[config.mk]
export PLATFORM = sky130hd
export DESIGN_NAME = ahb_slave_interface
export DESIGN_NICKNAME = d
export VERILOG_FILES = /design/src/rtl/ahb_slave_interface.sv
export SDC_FILE = /design/constraint.sdc
export NUM_CORES = 1
export LEC_CHECK = 0
export ABC_AREA = 1
export CELL_PAD_IN_SITES_DETAIL_PLACEMENT = 1
export CELL_PAD_IN_SITES_GLOBAL_PLACEMENT = 1
export CORE_UTILIZATION = 26
export DETAILED_ROUTE_END_ITERATION = 10
export PLACE_DENSITY = 0.85
export SLEW_MARGIN = 20
export SYNTH_ARGS = -nofsm -noshare
export SYNTH_HDL_FRONTEND = slang
export SYNTH_SLANG_ARGS = --single-unit
[constraint.sdc]
create_clock -name Hclk -period 0.99 [get_ports Hclk]
set_input_delay 0.1485 -clock Hclk [delete_from_list [all_inputs] [get_ports Hclk]]
set_output_delay 0.1485 -clock Hclk [all_outputs]
set_load 0.02 [all_outputs]
[src/rtl/ahb_slave_interface.sv]
// AHB-side front end of the AHB-to-APB bridge.
// Pipelines address, write data and direction over two register stages,
// qualifies transfers, decodes the three APB peripheral selects, passes
// APB read data straight back to AHB and always answers OKAY.
module ahb_slave_interface (
  input  logic        Hclk,
  input  logic        Hresetn,
  input  logic        Hwrite,
  input  logic        Hreadyin,
  input  logic [1:0]  Htrans,
  input  logic [31:0] Haddr,
  input  logic [31:0] Hwdata,
  input  logic [31:0] Prdata,
  output logic        valid,
  output logic [31:0] Haddr1,
  output logic [31:0] Haddr2,
  output logic [31:0] Hwdata1,
  output logic [31:0] Hwdata2,
  output logic [31:0] Hrdata,
  output logic        Hwritereg,
  output logic [2:0]  tempselx,
  output logic [1:0]  Hresp
);

  localparam logic [31:0] ADDR_LO = 32'h8000_0000;
  localparam logic [31:0] ADDR_HI = 32'h8C00_0000;

  logic [31:0] r_haddr1;
  logic [31:0] r_haddr2;
  logic [31:0] r_hwdata1;
  logic [31:0] r_hwdata2;
  logic        r_hwritereg;

  logic        w_in_range;
  logic        w_valid;
  logic [2:0]  w_tempselx;

  // Two-stage address/data pipeline and one-stage direction register;
  // loads every edge regardless of transfer type, reset wins over loads.
  always_ff @(posedge Hclk) begin
    if (Hresetn) begin
      r_haddr1    <= 32'h0000_0000;
      r_haddr2    <= 32'h0000_0000;
      r_hwdata1   <= 32'h0000_0000;
      r_hwdata2   <= 32'h0000_0000;
      r_hwritereg <= 1'b0;
    end else begin
      r_haddr1    <= Haddr;
      r_haddr2    <= r_haddr1;
      r_hwdata1   <= Hwdata;
      r_hwdata2   <= r_hwdata1;
      r_hwritereg <= Hwrite;
    end
  end

  // Peripheral select decode from the live address: each slot spans
  // 64 MB, so the top six address bits identify the slot.
  always_comb begin
    w_tempselx = 3'b000;
    case (Haddr[31:26])
      6'b100000: w_tempselx = 3'b001;
      6'b100001: w_tempselx = 3'b010;
      6'b100010: w_tempselx = 3'b100;
      default:   w_tempselx = 3'b000;
    endcase
  end

  // Transfer qualification: ready bus, NONSEQ/SEQ, address inside the map.
  always_comb begin
    w_in_range = 1'b0;
    w_valid    = 1'b0;
    if ((Haddr >= ADDR_LO) && (Haddr < ADDR_HI)) begin
      w_in_range = 1'b1;
    end else begin
      w_in_range = 1'b0;
    end
    if (Hreadyin && Htrans[1] && w_in_range) begin
      w_valid = 1'b1;
    end else begin
      w_valid = 1'b0;
    end
  end

  assign valid     = w_valid;
  assign tempselx  = w_tempselx;
  assign Haddr1    = r_haddr1;
  assign Haddr2    = r_haddr2;
  assign Hwdata1   = r_hwdata1;
  assign Hwdata2   = r_hwdata2;
  assign Hwritereg = r_hwritereg;
  assign Hrdata    = Prdata;
  assign Hresp     = 2'b00;

endmodule

# After elaboration in Yosys (flattened, before gate mapping)
# Cells that the tools add are included.
# op_classes
addsub	0
multipliers	0
div	0
order_cmp	2
eq_ne	3
n_shift	0
n_mux	3
bitwise	0
reduce_logical	3
# op_table
cell	n
>= comparator 32 bit (second input constant)	1
less-than comparator 32 bit (second input constant)	1
== test 6 bit (second input constant)	3
one-hot mux 3 bit (3 select lines)	1
logical AND 1 bit	3
two-way mux 1 bit	2
# totals
ff_bits	129
latch_bits	0
ramBits	0
romBits	0
input_bits	102
out_inout_bits	167
elab_cells	16
memories	0

# Longest topological paths before layout
# Gate-level depths: netlist of run 1.
# depth
ltp_word	5
ltp_mapped	4
depth_no_buf	4

# Worst setup path before layout of run 1
# No wires, ideal clock.
# synth_path
kind	input port to output port
start	in Haddr[31]
end	out tempselx[0]
arrival_time_ns	0.629
t_required_ns	0.841
setup_slack_ns	0.212
path_stages	4
path_buffers	0
path_cell_list	inv_1 nor2_1 nand2_1 nor2_1
# synth_between
elab_chain_len	2
elab_cells_between_ends	4
cone_classes	eq/ne: 3; mux: 1
# synth_rtl
item	line_no	rtl
start: declaration	11	input logic [31:0] Haddr,
== test 6 bit	60	case (Haddr[31:26])
one-hot mux 3 bit (3 select lines) (*)	60	
end: declaration	21	output logic [2:0] tempselx,
# Every way passes the cells marked *; elsewhere a longest branch is shown, timed or not.

# Worst setup path in the final report of run 1
# layout_path
start	reg r_haddr1[17] (netlist: Haddr1[17])
end	out Haddr1[17]
# layout_rtl
item	line_no	rtl
start: declaration	28	logic [31:0] r_haddr1;
start signal: assignment	48	r_haddr1 <= Haddr;
end: declaration	15	output logic [31:0] Haddr1,
# No word-level cell between the ends.

==> metrics.md, run 1 <==
| Metric | Value |
|---|---|
| Status | `finished with violations` |
| Failing checks | `negative setup slack` |
| Sequence of cells on the critical path | `buf_6` |
| CP required | `0.84 ns` |
| Setup crit start | `Haddr1[17]` |
| Hold Fails Final Rpt | `0` |
| # clock sinks | `approximately 130` |
| Detailed Route Iter0 Violations | `133` |
| Most common cell after layout, fill and taps aside | `buf_6` |
| Final Cell Area | `0.00710 mm2` |
| Cell leakage power | `3.50 nW` |
| Largest net degree at the start of global routing | `49` |
| I/O Pins | `269` |
| Total routed wirelength | `about 11000 um` |
| Reg2reg end | `Hwdata2[26]` |
| Post-Synthesis Cells | `450` |
| Core ar. | `0.0151 mm2` |
| Synth Warn # | `0` |
| Critical path peak fanout | `2` |
| Clock-pin slew on the worst setup and hold paths | `0.06 ns` |
| CTS tree | `built` |
| Final estimated routing congestion in global placement | `0.712` |
| Die Height | `126 um` |
| Achievable Freq | `975 MHz` |
| Worst Slack Setup Final | `-0.0353 ns` |
| Number of core rows | `45` |
| Clk_skew | `0.00788 ns` |
| Worst Reg-to-Reg Cells | `4` |
| Die Footprint | `0.0159 mm2` |
| CTS root buffer | `clkbuf_16` |
| H-tree depth | `4` |
| Worst reg2reg startpoint | `Hwdata1[26]` |
| Drt wl/cell | `between 10 and 15 um` |
| MaxCap Viol Count | `0` |
| Setup crit end | `Haddr1[17]` |
| GRT Util Overall | `between 10% and 20%` |
| Antenna violations before repair | `0` |
| Final min period | `1.03 ns` |
| Drt drc | `0` |
| Crit path DAT | `~0.88 ns` |
| Clock Latency Late Sink | `~0.41 ns` |
| Final nets | `760` |
| # setup viols final | `75` |
| DP HPWL | `7440 um` |
| Post-DRT Antenna Nets | `0` |
| Port buffer count | `201` |
| Crit Path Category | `register to output pin` |
| Cell area power density | `1920 mW/mm2` |
| CTS buffer count | `17` |
| Startpoint types | `register` |
| Register area share after synthesis | `64.4%` |
| Crit share post-route | `104%` |
| Vias in the first global route | `3386` |
| CP max stage delay | `0.35 ns` |
| Synthesized area per cell | `8.91 um2` |
| Routed vias/inst | `3.80` |
| Reg-to-reg slack, setup | `between 0.2 and 0.25 ns` |
| Commonest non-fill, non-tap cells in the layout | `buf_6 (132), nor2_1 (130), dfxtp_2 (129), inv_1 (127), clkdlybuf4s50_1 (59)` |
| Crit path depth | `1` |
| Placed cell area | `~0.006 mm2` |
| Mapped cell area | `0.00401 mm2` |
| RSZ-0062 raised after global routing | `yes` |
| Final hold slack | `0.0359 ns` |
| Grt ovf | `0` |
| Slowest-stage cell, CP | `dfxtp_2` |
| Crit. End Element | `output pin` |
| FF+latch count, synth | `129` |
| CP top delay family | `flip-flops` |
| Antenna cells | `0` |
| Die Wd | `126 um` |
| First-pass GRT wire length | `17400 um` |
| Slew Limit Fails | `0` |
| Crit path buf inv count | `1` |
| Layout cells sized above 1 | `49.9%` |
| Hold Path Class | `input pin to register` |
| Initial Utilization | `a little over a quarter` |
| Peak VDD IR | `between 0.001 and 0.0015 V` |
| Clock Tree Buf Depth | `2` |
| Area grow syn2layout | `77.0%` |
| Routed via count | `3263` |
| Synth cell types | `8` |
| DRT Pass-1 Iters | `4` |
[where the power goes]
part           internal [mW]  switching (mW)  leakage [nW]
sequential              5.49           0.151          1.11
combinational          0.852           0.726          2.10
clock                   4.21            2.21         0.292
[registers in the layout (all words and copies together), names as in the netlist]
signal	count
Haddr1	32
Hwritereg	1
Hwdata1	32
Haddr2	32
Hwdata2	32
[cells in the mapped netlist (all sizes together)]
cell / count / area [um2]
buf: 48 / 403
nand2: 7 / 26.3
conb: 1 / 3.75
inv: 130 / 488
nor2: 135 / 507
dfxtp: 129 / 2580
[layer usage]
layer / vias to the layer above / routed length, um / global-route usage (%)
met1: 1491 / 4070 / 14.1
met5: - / 0 / 0
met3: 28 / 887 / 6.33
li1: 1609 / - / -
met2: 135 / 5880 / 26.0
met4: 0 / 299 / 7.87
[how the worst min path moves through the flow]
stage                   start          end  depth (start not counted)
finish                Hresetn  Hwdata1[13]                          2
global route          Hresetn  Hwdata2[15]                          2
CTS                   Hresetn  Hwdata1[13]                          2
detailed placement  Prdata[3]    Hrdata[3]                          0
global placement    Prdata[3]    Hrdata[3]                          0
floorplan            Haddr[0]    Haddr1[0]                          2
[per-stage QoR]
| step | std cells | setup slack, ns | setup TNS (ns) | util, % | total power [mW] |
|---|---|---|---|---|---|
| finish | 859 | -0.0353 | -0.717 | 46.9 | 13.6 |
| detailed placement | 808 | -0.823 | -11.93 | 39.6 | 7.12 |
| CTS | 845 | -0.0621 | -3.91 | 45.9 | 13.8 |
| floorplan | 451 | 0.212 | 0 | - | 6.45 |
| global route | 859 | -0.0667 | -4.98 | 46.9 | 14.2 |
| global placement | 808 | -0.817 | -10.95 | 39.6 | 7.08 |
[final cells by class]
cell class / count / area [um2]
fill: 1710 / 8050
sequential: 129 / 2740
timing repair buffer: 236 / 2440
multi-input combinational: 144 / 583
inverter: 130 / 488
clock buffer: 22 / 444
tap: 188 / 235
clock inverter: 10 / 160
[logic make-up after synthesis]
kind of cell	after synthesis	share of synthesized area (%)
simple gates	142	13.3
flops	129	64.4
other cells	1	0.0935
buf+inv	178	22.2
[timing repair]
action	4_1_cts	5_1_grt
pin swaps	6	6
setup endpoints to repair	133	133
setup buffers	3	12
endpoints found under the hold margin	2	2
hold buffers	2	2
resized for setup	941	13
No activity file was read; power rests on OpenSTA's default activity.
==> run 2: changes to the inputs <==
- ABC_AREA: 1 -> default
- PLACE_DENSITY: 0.85 -> 0.84
==> metrics.md, run 2 <==
| Metric | Value |
|---|---|
| Crit. End Element | `output pin (unchanged)` |
| Synth Warn # | `0 (unchanged)` |
| Post-synthesis async set-or-reset flop share | `0% (unchanged)` |
| Routed via count | `2708 (was 3263)` |
| Area contributors post-synth | `dfxtp_1 (69%), nor2b_1 (21%), buf_4 (6.8%), clkbuf_1 (1.0%), nor3b_2 (0.66%) (was dfxtp_1 (64%), nor2_1 (13%), inv_1 (12%), buf_4 (6.6%), buf_6 (3.4%))` |
| Clock power share | `48.0% (was 47.1%)` |
| Sequence of cells on the critical path | `buf_2 -> or4b_4 -> nor3b_4 -> buf_6 (was buf_6)` |
| Yosys top cell by area | `dfxtp_1 (unchanged)` |
| Worst reg2reg startpoint | `Hwdata1[29] (was Hwdata1[26])` |
| Comb pwr share | `10.7% (was 11.6%)` |
| Setup crit start | `Haddr[28] (was Haddr1[17])` |
| FF+latch count, synth | `129 (unchanged)` |
| Achievable Freq | `737 MHz (was 975 MHz)` |
| Port buffer count | `201 (unchanged)` |
| Grt ovf | `0 (unchanged)` |
| Slew Limit Fails | `0 (unchanged)` |
| CTS buffer count | `17 (unchanged)` |
| Slowest-stage cell, CP | `or4b_4 (was dfxtp_2)` |
| Antenna violations before repair | `0 (unchanged)` |
| Total routed wirelength | `10700 um (was 11100 um)` |
| Failing checks | `negative setup slack (unchanged)` |
| First-pass GRT wire length | `15600 um (was 17400 um)` |
| CTS root buffer | `clkbuf_16 (unchanged)` |
| Antenna cells | `0 (unchanged)` |
| Most frequent cell after synthesis | `dfxtp_1 (was nor2_1)` |
| GRT Util Overall | `14.3% (was 14.6%)` |
| Final Cell Area | `0.00677 mm2 (was 0.00710 mm2)` |
| Drt wl/cell | `15.5 um (was 13.0 um)` |
| Crit Path Category | `input pin to output pin (was register to output pin)` |
| Die Height | `122 um (was 126 um)` |
| Register area share after synthesis | `68.6% (was 64.4%)` |
| Seq pwr share | `41.3% (was 41.4%)` |
| Post-synth top cells | `dfxtp_1 (129), nor2b_1 (128), buf_4 (34) (was nor2_1 (135), inv_1 (130), dfxtp_1 (129))` |
| Mapped cell area | `0.00377 mm2 (was 0.00401 mm2)` |
| Startpoint types | `input pin (was register)` |
| Peak VDD IR | `0.000947 V (was 0.00101 V)` |
| Placed cell area | `0.00578 mm2 (was 0.00600 mm2)` |
| CP max stage delay | `0.59 ns (was 0.35 ns)` |
| DP HPWL | `7740 um (was 7440 um)` |
| Net Sw Frac | `22.3% (was 22.6%)` |
| CTS tree | `built (unchanged)` |
| Area grow syn2layout | `79.7% (was 77.0%)` |
| Clock-pin slew on the worst setup and hold paths | `0.05 ns (was 0.06 ns)` |
| DRT Pass-1 Iters | `4 (unchanged)` |
| Hold Path Class | `input pin to register (unchanged)` |
| Initial Utilization | `26.9% (was 26.5%)` |
| Layout cells sized above 1 | `61.6% (was 49.9%)` |
| Most common cell after layout, fill and taps aside | `buf_6 (unchanged)` |
| RSZ-0062 raised after global routing | `yes (unchanged)` |
| EDFF count, synth | `0 (unchanged)` |
| Switch Pwr | `3.04 mW (was 3.09 mW)` |
| Clock Tree Buf Depth | `2 (unchanged)` |
| Placed cell count | `652 (was 808)` |
| Hold Startpoint | `Haddr[28] (was Hresetn)` |
| Worst Slack Setup Final | `-0.368 ns (was -0.0353 ns)` |
| Final estimated routing congestion in global placement | `0.693 (was 0.712)` |
| Crit share post-route | `137% (was 104%)` |
| MaxCap Viol Count | `0 (unchanged)` |
| I/O Pins | `269 (unchanged)` |
| Hold Fails Final Rpt | `0 (unchanged)` |
| Pint | `10.6 mW (about the same)` |
| Die Footprint | `0.0150 mm2 (was 0.0159 mm2)` |
| Clock Latency Late Sink | `0.41 ns (about the same)` |
| H-tree depth | `4 (unchanged)` |
| Die Wd | `122 um (was 126 um)` |
| CP required | `0.84 ns (about the same)` |
| Final min period | `1.36 ns (was 1.03 ns)` |
| Drt drc | `0 (unchanged)` |
| Synth cell types | `13 (was 8)` |
| Vias in the first global route | `2928 (was 3386)` |
| # setup viols final | `95 (was 75)` |
| Setup_tns | `-2.20 ns (was -0.717 ns)` |
| Share of the synthesized area in the top cell type | `68.6% (was 64.4%)` |
| Final nets | `599 (was 760)` |
| Cell leakage power | `2.88 nW (was 3.50 nW)` |
| Post-DRT Antenna Nets | `0 (unchanged)` |
| Crit path DAT | `1.21 ns (was 0.88 ns)` |
| Critical path peak fanout | `4 (was 2)` |
| # clock sinks | `129 (unchanged)` |
| Post-synth top flop | `dfxtp_1 (unchanged)` |
| Commonest non-fill, non-tap cells in the layout | `buf_6 (133), dfxtp_2 (129), nor2b_1 (128), clkdlybuf4s50_1 (62), clkbuf_16 (17) (was buf_6 (132), nor2_1 (130), dfxtp_2 (129), inv_1 (127), clkdlybuf4s50_1 (59))` |
| Number of core rows | `43 (was 45)` |
| Core ar. | `0.0140 mm2 (was 0.0151 mm2)` |
| Design Power | `13.6 mW (about the same)` |
| Pre-CTS setup slack | `-1.18 ns (was -0.823 ns)` |
| Largest net degree at the start of global routing | `71 (was 49)` |
| Routed vias/inst | `3.92 (was 3.80)` |
| Non-Filler Instances | `690 (was 859)` |
| Cell area power density | `2020 mW/mm2 (was 1920 mW/mm2)` |
| Status | `finished with violations (unchanged)` |
| Detailed Route Iter0 Violations | `66 (was 133)` |
| Post-Synthesis Cells | `313 (was 450)` |
| Clk_skew | `0.00682 ns (was 0.00788 ns)` |
| Synthesized area per cell | `12.0 um2 (was 8.91 um2)` |
==> run 2: routing by layer <==
metal | global-route usage (%) | vias up | routed length (um)
li1 | - | 1281 | -
met1 | 12.9 | 1245 | 3500
met2 | 25.3 | 148 | 5660
met3 | 7.20 | 34 | 1150
met4 | 9.30 | 0 | 404
met5 | 0 | - | 0
==> run 2: through the flow <==
step | hold slack, ns | utilization, %
after floorplan | 0.277 | -
after global placement | 0.297 | 41.3
after detailed placement | 0.297 | 41.3
after CTS | 0.0669 | 48.3
after global routing | 0.0718 | 48.4
final | 0.0876 | 48.4
==> run 2: logic make-up (layout without fill, tap and decap cells) <==
kind of cell	Yosys count	count (layout)	share of synthesized area [%]
simple gates	134	134	22.8
other cells	1	2	0.0996
buf+inv	48	244	8.24
flops	129	129	68.6
compound gates	1	1	0.332
==> run 2: what timing repair did <==
item / 4_1_cts / 5_1_grt
buffers inserted: 3 / 1
pin swaps: 2 / 1
cloned: 0 / 0
endpoints found under the hold margin: 2 / 0
resized for setup: 945 / 0
hold buffers: 2 / 0
setup endpoints to repair: 133 / 133
==> run 2: worst max-delay path, delay by kind of cell <==
kind / cells / cell delay [ns]
buffers and inverters: 2 / 0.25
AND/OR/NAND/NOR: 2 / 0.81
==> run 2: cell type report <==
type | instances | area (um2)
clock buffer | 18 | 439
clock inverter | 14 | 188
fill | 1421 | 7220
multi-input combinational | 137 | 902
sequential | 129 | 2740
tap | 180 | 225
timing repair buffer | 212 | 2270
==> run 2: worst paths after layout <==
path / depth (start not counted) / end / slack [ns]
worst max register to register: 2 / Hwdata2[29] / 0.29
worst min register to register: 1 / Haddr2[28] / 0.47
worst max-delay path: 4 / tempselx[2] / -0.37
worst min-delay path: 3 / Haddr1[28] / 0.09
==> run 2: power by group through the flow <==
stage	combinational [mW]	sequential, mW	clock, mW
2_1_floorplan	0.438	5.95	0
3_3_place_gp	1.38	5.64	0
3_5_place_dp	1.40	5.65	0
4_1_cts	1.47	5.64	6.67
5_1_grt	1.54	5.66	6.95
6_report	1.45	5.64	6.55
